$ cat src/rtl/softsign_denom_array.sv
// softsign_denom_array: computes 1+|x| (or a selected variant) for CHANNELS
// signed neuron sums per transaction. One saturating datapath is shared and
// time-multiplexed, one channel per clock. The startout pulse launches the
// downstream softsign divider.
//
// state | meaning
// ------+--------------------------------------------------------------
// IDLE  | waiting for start; denom/sat hold the last transaction's results
// CALC  | one channel per clock from the captured snapshot; idx = channel
// DONE  | one-cycle startout pulse, then back to IDLE
module softsign_denom_array #(
    parameter int WIDTH    = 32,
    parameter int CHANNELS = 4,
    parameter int OFFSET   = 1
) (
    input  logic                      CLOCK,
    input  logic                      reset,
    input  logic                      start,
    input  logic [1:0]                mode,
    input  logic [CHANNELS*WIDTH-1:0] X,
    output logic [CHANNELS*WIDTH-1:0] denom,
    output logic [CHANNELS-1:0]       sat,
    output logic                      busy,
    output logic                      startout
);

    localparam int IDX_W = (CHANNELS > 1) ? $clog2(CHANNELS) : 1;
    localparam logic [IDX_W-1:0] LAST_IDX = IDX_W'(CHANNELS - 1);
    localparam logic [IDX_W-1:0] IDX_ONE  = IDX_W'(1);

    // All arithmetic is done one bit wider so |-2^(WIDTH-1)| and |x|+OFFSET
    // are representable before the saturation compare.
    localparam logic signed [WIDTH:0] MAX_EXT = {2'b00, {(WIDTH-1){1'b1}}};
    localparam logic signed [WIDTH:0] OFF_EXT = (WIDTH+1)'(OFFSET);
    localparam logic signed [WIDTH:0] ONE_EXT = (WIDTH+1)'(1);
    localparam logic [WIDTH-1:0]      MAX_OUT = {1'b0, {(WIDTH-1){1'b1}}};

    typedef enum logic [1:0] {
        S_IDLE = 2'd0,
        S_CALC = 2'd1,
        S_DONE = 2'd2
    } state_t;

    state_t                    state;
    state_t                    state_nxt;
    logic [IDX_W-1:0]          idx;
    logic [CHANNELS*WIDTH-1:0] x_snap;
    logic [1:0]                mode_snap;
    logic [CHANNELS*WIDTH-1:0] work_buf;
    logic [CHANNELS*WIDTH-1:0] work_nxt;
    logic [CHANNELS-1:0]       work_sat;
    logic [CHANNELS-1:0]       work_sat_nxt;

    logic [WIDTH-1:0]          ch_x;
    logic [WIDTH-1:0]          ch_res;
    logic                      ch_sat;
    logic signed [WIDTH:0]     x_ext;
    logic signed [WIDTH:0]     abs_ext;
    logic signed [WIDTH:0]     r_ext;
    logic                      last;

    assign last = (idx == LAST_IDX);

    // Select the snapshot channel addressed by idx.
    always_comb begin
        ch_x = '0;
        for (int i = 0; i < CHANNELS; i++) begin
            if (idx == IDX_W'(i)) begin
                ch_x = x_snap[i*WIDTH +: WIDTH];
            end
        end
    end

    // Shared saturating datapath: variant select, then clamp to MAX.
    always_comb begin
        x_ext   = {ch_x[WIDTH-1], ch_x};
        abs_ext = ch_x[WIDTH-1] ? (~x_ext + ONE_EXT) : x_ext;
        case (mode_snap)
            2'd1:    r_ext = abs_ext;
            2'd2:    r_ext = x_ext + OFF_EXT;
            default: r_ext = abs_ext + OFF_EXT;  // mode 3 is reserved, acts as mode 0
        endcase
        if (r_ext > MAX_EXT) begin
            ch_res = MAX_OUT;
            ch_sat = 1'b1;
        end else begin
            ch_res = r_ext[WIDTH-1:0];
            ch_sat = 1'b0;
        end
    end

    // Working buffer with the current channel's result merged in; on the last
    // channel this is what loads denom/sat so every channel updates together.
    always_comb begin
        work_nxt     = work_buf;
        work_sat_nxt = work_sat;
        for (int i = 0; i < CHANNELS; i++) begin
            if (idx == IDX_W'(i)) begin
                work_nxt[i*WIDTH +: WIDTH] = ch_res;
                work_sat_nxt[i]            = ch_sat;
            end
        end
    end

    // Next-state logic.
    always_comb begin
        state_nxt = state;
        case (state)
            S_IDLE:  if (start) state_nxt = S_CALC;
            S_CALC:  if (last)  state_nxt = S_DONE;
            S_DONE:  state_nxt = S_IDLE;
            default: state_nxt = S_IDLE;
        endcase
    end

    // State register.
    always_ff @(posedge CLOCK or negedge reset) begin
        if (!reset) begin
            state <= S_IDLE;
        end else begin
            state <= state_nxt;
        end
    end

    // Snapshot, channel sequencing and registered outputs.
    always_ff @(posedge CLOCK or negedge reset) begin
        if (!reset) begin
            idx       <= '0;
            x_snap    <= '0;
            mode_snap <= '0;
            work_buf  <= '0;
            work_sat  <= '0;
            denom     <= '0;
            sat       <= '0;
            busy      <= 1'b0;
            startout  <= 1'b0;
        end else begin
            case (state)
                S_IDLE: begin
                    if (start) begin
                        x_snap    <= X;
                        mode_snap <= mode;
                        idx       <= '0;
                        busy      <= 1'b1;
                    end
                end
                S_CALC: begin
                    work_buf <= work_nxt;
                    work_sat <= work_sat_nxt;
                    if (last) begin
                        denom    <= work_nxt;
                        sat      <= work_sat_nxt;
                        startout <= 1'b1;
                        idx      <= '0;
                    end else begin
                        idx <= idx + IDX_ONE;
                    end
                end
                S_DONE: begin
                    startout <= 1'b0;
                    busy     <= 1'b0;
                end
                default: begin
                    startout <= 1'b0;
                    busy     <= 1'b0;
                end
            endcase
        end
    end

endmodule

$ cat config.mk
export PLATFORM = sky130hd
export DESIGN_NAME = softsign_denom_array
export DESIGN_NICKNAME = d
export VERILOG_FILES = /design/src/rtl/softsign_denom_array.sv
export SDC_FILE = /design/constraint.sdc
export NUM_CORES = 1
export LEC_CHECK = 0
export CORE_MARGIN = 5
export CORE_UTILIZATION = 59
export CTS_CLUSTER_DIAMETER = 80
export DETAILED_ROUTE_END_ITERATION = 7
export PLACE_DENSITY = 0.85
export SYNTH_ARGS = -nofsm -noshare
export SYNTH_HDL_FRONTEND = slang
export SYNTH_SLANG_ARGS = --single-unit
$ cat constraint.sdc
create_clock -name CLOCK -period 7.6 [get_ports CLOCK]
set_input_delay 1.52 -clock CLOCK [delete_from_list [all_inputs] [get_ports CLOCK]]
set_output_delay 1.52 -clock CLOCK [all_outputs]
set_load 0.01 [all_outputs]
==> metrics.txt <==
DP Wirelength approximately 41000 um; CTS Buf Count 37; Synth async-reset ratio 100%; # DRC 0; Worst R2R End denom[92]$_DFFE_PN0P_; pin count of the biggest net entering global routing between 150 and 200; CTS tree done; worst setup margin ~650 ps; multiplexer area fraction after synthesis approximately 8.7%; R2R cell count 18; setup TNS 0 ps; die height between 150 and 200 um; reg2reg start idx[0]$_DFFE_PN0P_; most common cell after layout, fill and taps aside dfrtp_1; post-CTS setup buffer count 0; clk_lat worst skew about 540 ps; antenna violations before repair 0; H-tree depth 2; total grt overflow 0; layout cells sized above 1 approximately 13%; Synth Area in Simple Gates approximately 15%; Post-Synth Adder-Cell Area less than 1%; register-to-register setup slack ~650 ps; Hold WC Path Type register to register; WP data arrival ~7300 ps; post-synth design cell area about 19000 um^2; n_diodes 0; CP Class register to register; Rows 65; # hold bufs at CTS 0; Crit. End Element register; most frequent cells in the layout 367 x dfrtp_1, 265 x clkdlybuf4s50_1, 236 x nand2_1; WP data required 7980 ps; Initial DRC Count between 1.5k and 2k; Final Critical Period around 7000 ps; Crit Path Max Fanout between 50 and 60; unrepaired setup endpoints after global routing no; GRT Total Usage between 30% and 40%; Syn-to-layout area delta 21.0%; average size of a mapped cell around 10 um^2; #FFs+latches synth about 370; Die W roughly 190 um; Ys Warns 0; final hold violations 0; Syn Inst Count ~1.9k; vias in the first global route 16.3k; core area 31600 um^2; Worst Clk Skew 17.2 ps; worst slack at placement about 900 ps; remaining antenna violation count 0; largest family of logic cells by synthesized area compound AO/OA/AOI/OAI gates; post-route cell area 22800 um^2; Pre-Repair DR Iteration Count 7; Least-Margin Pin Slew 1350 ps; Hold Path Stages 1; Post-Syn Nets a little over 2k; deepest clock path buffer count 3; total number of vias 16.4k; Max Freq between 100 and 150 MHz; PortBufs around 270; maxcap violations 0; clock root buffer master clkbuf_16; Hold EP denom[67]$_DFFE_PN0P_; top_reg_cell synth dfrtp_1; placed cell areas roughly 22000 um^2; Nets approximately 2.2k; Placer Congestion around 0.99; # fillers between 2k and 2.5k; post-synthesis sequential area ratio about half; Yosys cell types 96; vias per cell 6.51; post_cts resized 0; Slew Viols, Final 0; Ports approximately 270; initial core utilization about 60%; final core occ about 72%; XOR/XNOR Fraction of Synth Area roughly 2.5%; final setup fails 0; Clock transition at path regs approximately 60 ps; hold wc startpoint denom[67]$_DFFE_PN0P_; fin crit share approximately nine tenths; Max-slew headroom about a tenth; die area 35600 um^2; Critical Path Start Type register; first-pass GRT wire length ~93000 um; clock sinks 367; routed wire length about 60000 um; per-cell routed wire length about 23 um; post-synthesis compound-gate area fraction a little over a fifth; number of flops mapped to enable cells by yosys 0; status completed
critical path, stage by stage (launching register included):
cell	delay (ps)
dfrtp_1	440
inv_1	120
ha_2	220
buf_4	520
nand2b_4	360
o22a_1	290
nand2_1	190
ha_1	370
inv_1	70
a221oi_1	490
nand3_2	380
nor4_1	740
a41oi_1	250
xnor2_1	240
and4_4	230
a31o_2	300
nor2_4	1020
o211a_4	370
o21ai_0	150
stage by stage:
stage / std cells / hold slack (ps)
floorplan: 1918 / 442
global placement: 2462 / 453
detailed placement: 2462 / 463
CTS: 2521 / 478
global route: 2521 / 488
finish: 2521 / 476
registers in the layout, indices dropped and copies added (netlist names):
signal	flops
sat	4
mode_snap	2
x_snap	128
idx	2
work_sat	3
busy	1
work_buf	96
denom	128
state	2
startout	1
cell usage after synthesis, types with 6 or more instances:
cell      number  share of area (%)
ha_1           6               0.40
nand4_1       15               0.50
inv_1         13               0.26
mux2i_1       18               0.96
nand3_1       33               0.88
a21o_1        53                2.1
and4_1         6               0.28
or3_1         13               0.43
buf_6          8               0.48
o211ai_1      34                1.4
and2_1        26               0.86
o21ai_1       11               0.29
a41oi_1        6               0.28
nor4_1        12               0.40
xor2_1        14               0.65
nand2b_1      10               0.33
a21oi_1      116                3.1
buf_4          6               0.24
and3_1        41                1.4
nand2_1      240                4.8
a31oi_1       59                2.0
o31ai_1        9               0.36
buf_1          6               0.12
o221ai_1       7               0.33
o22ai_1        7               0.23
clkbuf_1     111                2.2
xnor2_1       37                1.7
buf_2         23               0.61
a211o_1        6               0.28
dfrtp_1      367                 49
or2_2          7               0.23
o21ai_0      201                5.3
nor2_1        97                1.9
nor2b_1        7               0.23
o22a_1        22                1.0
mux2_2       130                7.8
nor3_1        26               0.69
how the worst max path moves through the flow:
stage,slack (ps),depth (start not counted),from,to
2_1_floorplan,2630,24,idx[0]$_DFFE_PN0P_,denom[23]$_DFFE_PN0P_
3_3_place_gp,970,15,idx[0]$_DFFE_PN0P_,work_buf[46]$_DFFE_PN0P_
3_5_place_dp,900,18,idx[0]$_DFFE_PN0P_,work_buf[60]$_DFFE_PN0P_
4_1_cts,790,18,idx[0]$_DFFE_PN0P_,denom[92]$_DFFE_PN0P_
5_1_grt,290,18,idx[0]$_DFFE_PN0P_,work_buf[40]$_DFFE_PN0P_
6_report,650,18,idx[0]$_DFFE_PN0P_,denom[92]$_DFFE_PN0P_
kinds of logic after synthesis:
| kind of cell | count (synthesis) |
|---|---|
| xor gates and xnor gates | 52 |
| adders and majority gates | 6 |
| and+or+nand+nor | 566 |
| buffers and inverters | 169 |
| DFF | 367 |
| AOI/OAI and AO/OA | 610 |
| muxes | 148 |
routing by layer:
layer | GRT usage (%) | wire length [um]
met1 | 44.4 | 24100
met2 | 53.3 | 28000
met3 | 5.45 | 4890
met4 | 10.2 | 1750
met5 | 0 | 0
area by class of cell:
| class | instances | area [um^2] | share of cell area (%) |
|---|---|---|---|
| timing repair buffer | 296 | 2920 | 12.8 |
| tap | 402 | 503 | 2.21 |
| multi-input combinational | 1382 | 8930 | 39.2 |
| inverter | 15 | 58.8 | 0.258 |
| clock inverter | 8 | 91.3 | 0.401 |
| clock buffer | 51 | 1080 | 4.74 |
| sequential | 367 | 9180 | 40.3 |
Power is left out: the tool's default activity adds up to more than one toggle a clock period on the data nets, which glitch-free logic cannot reach.
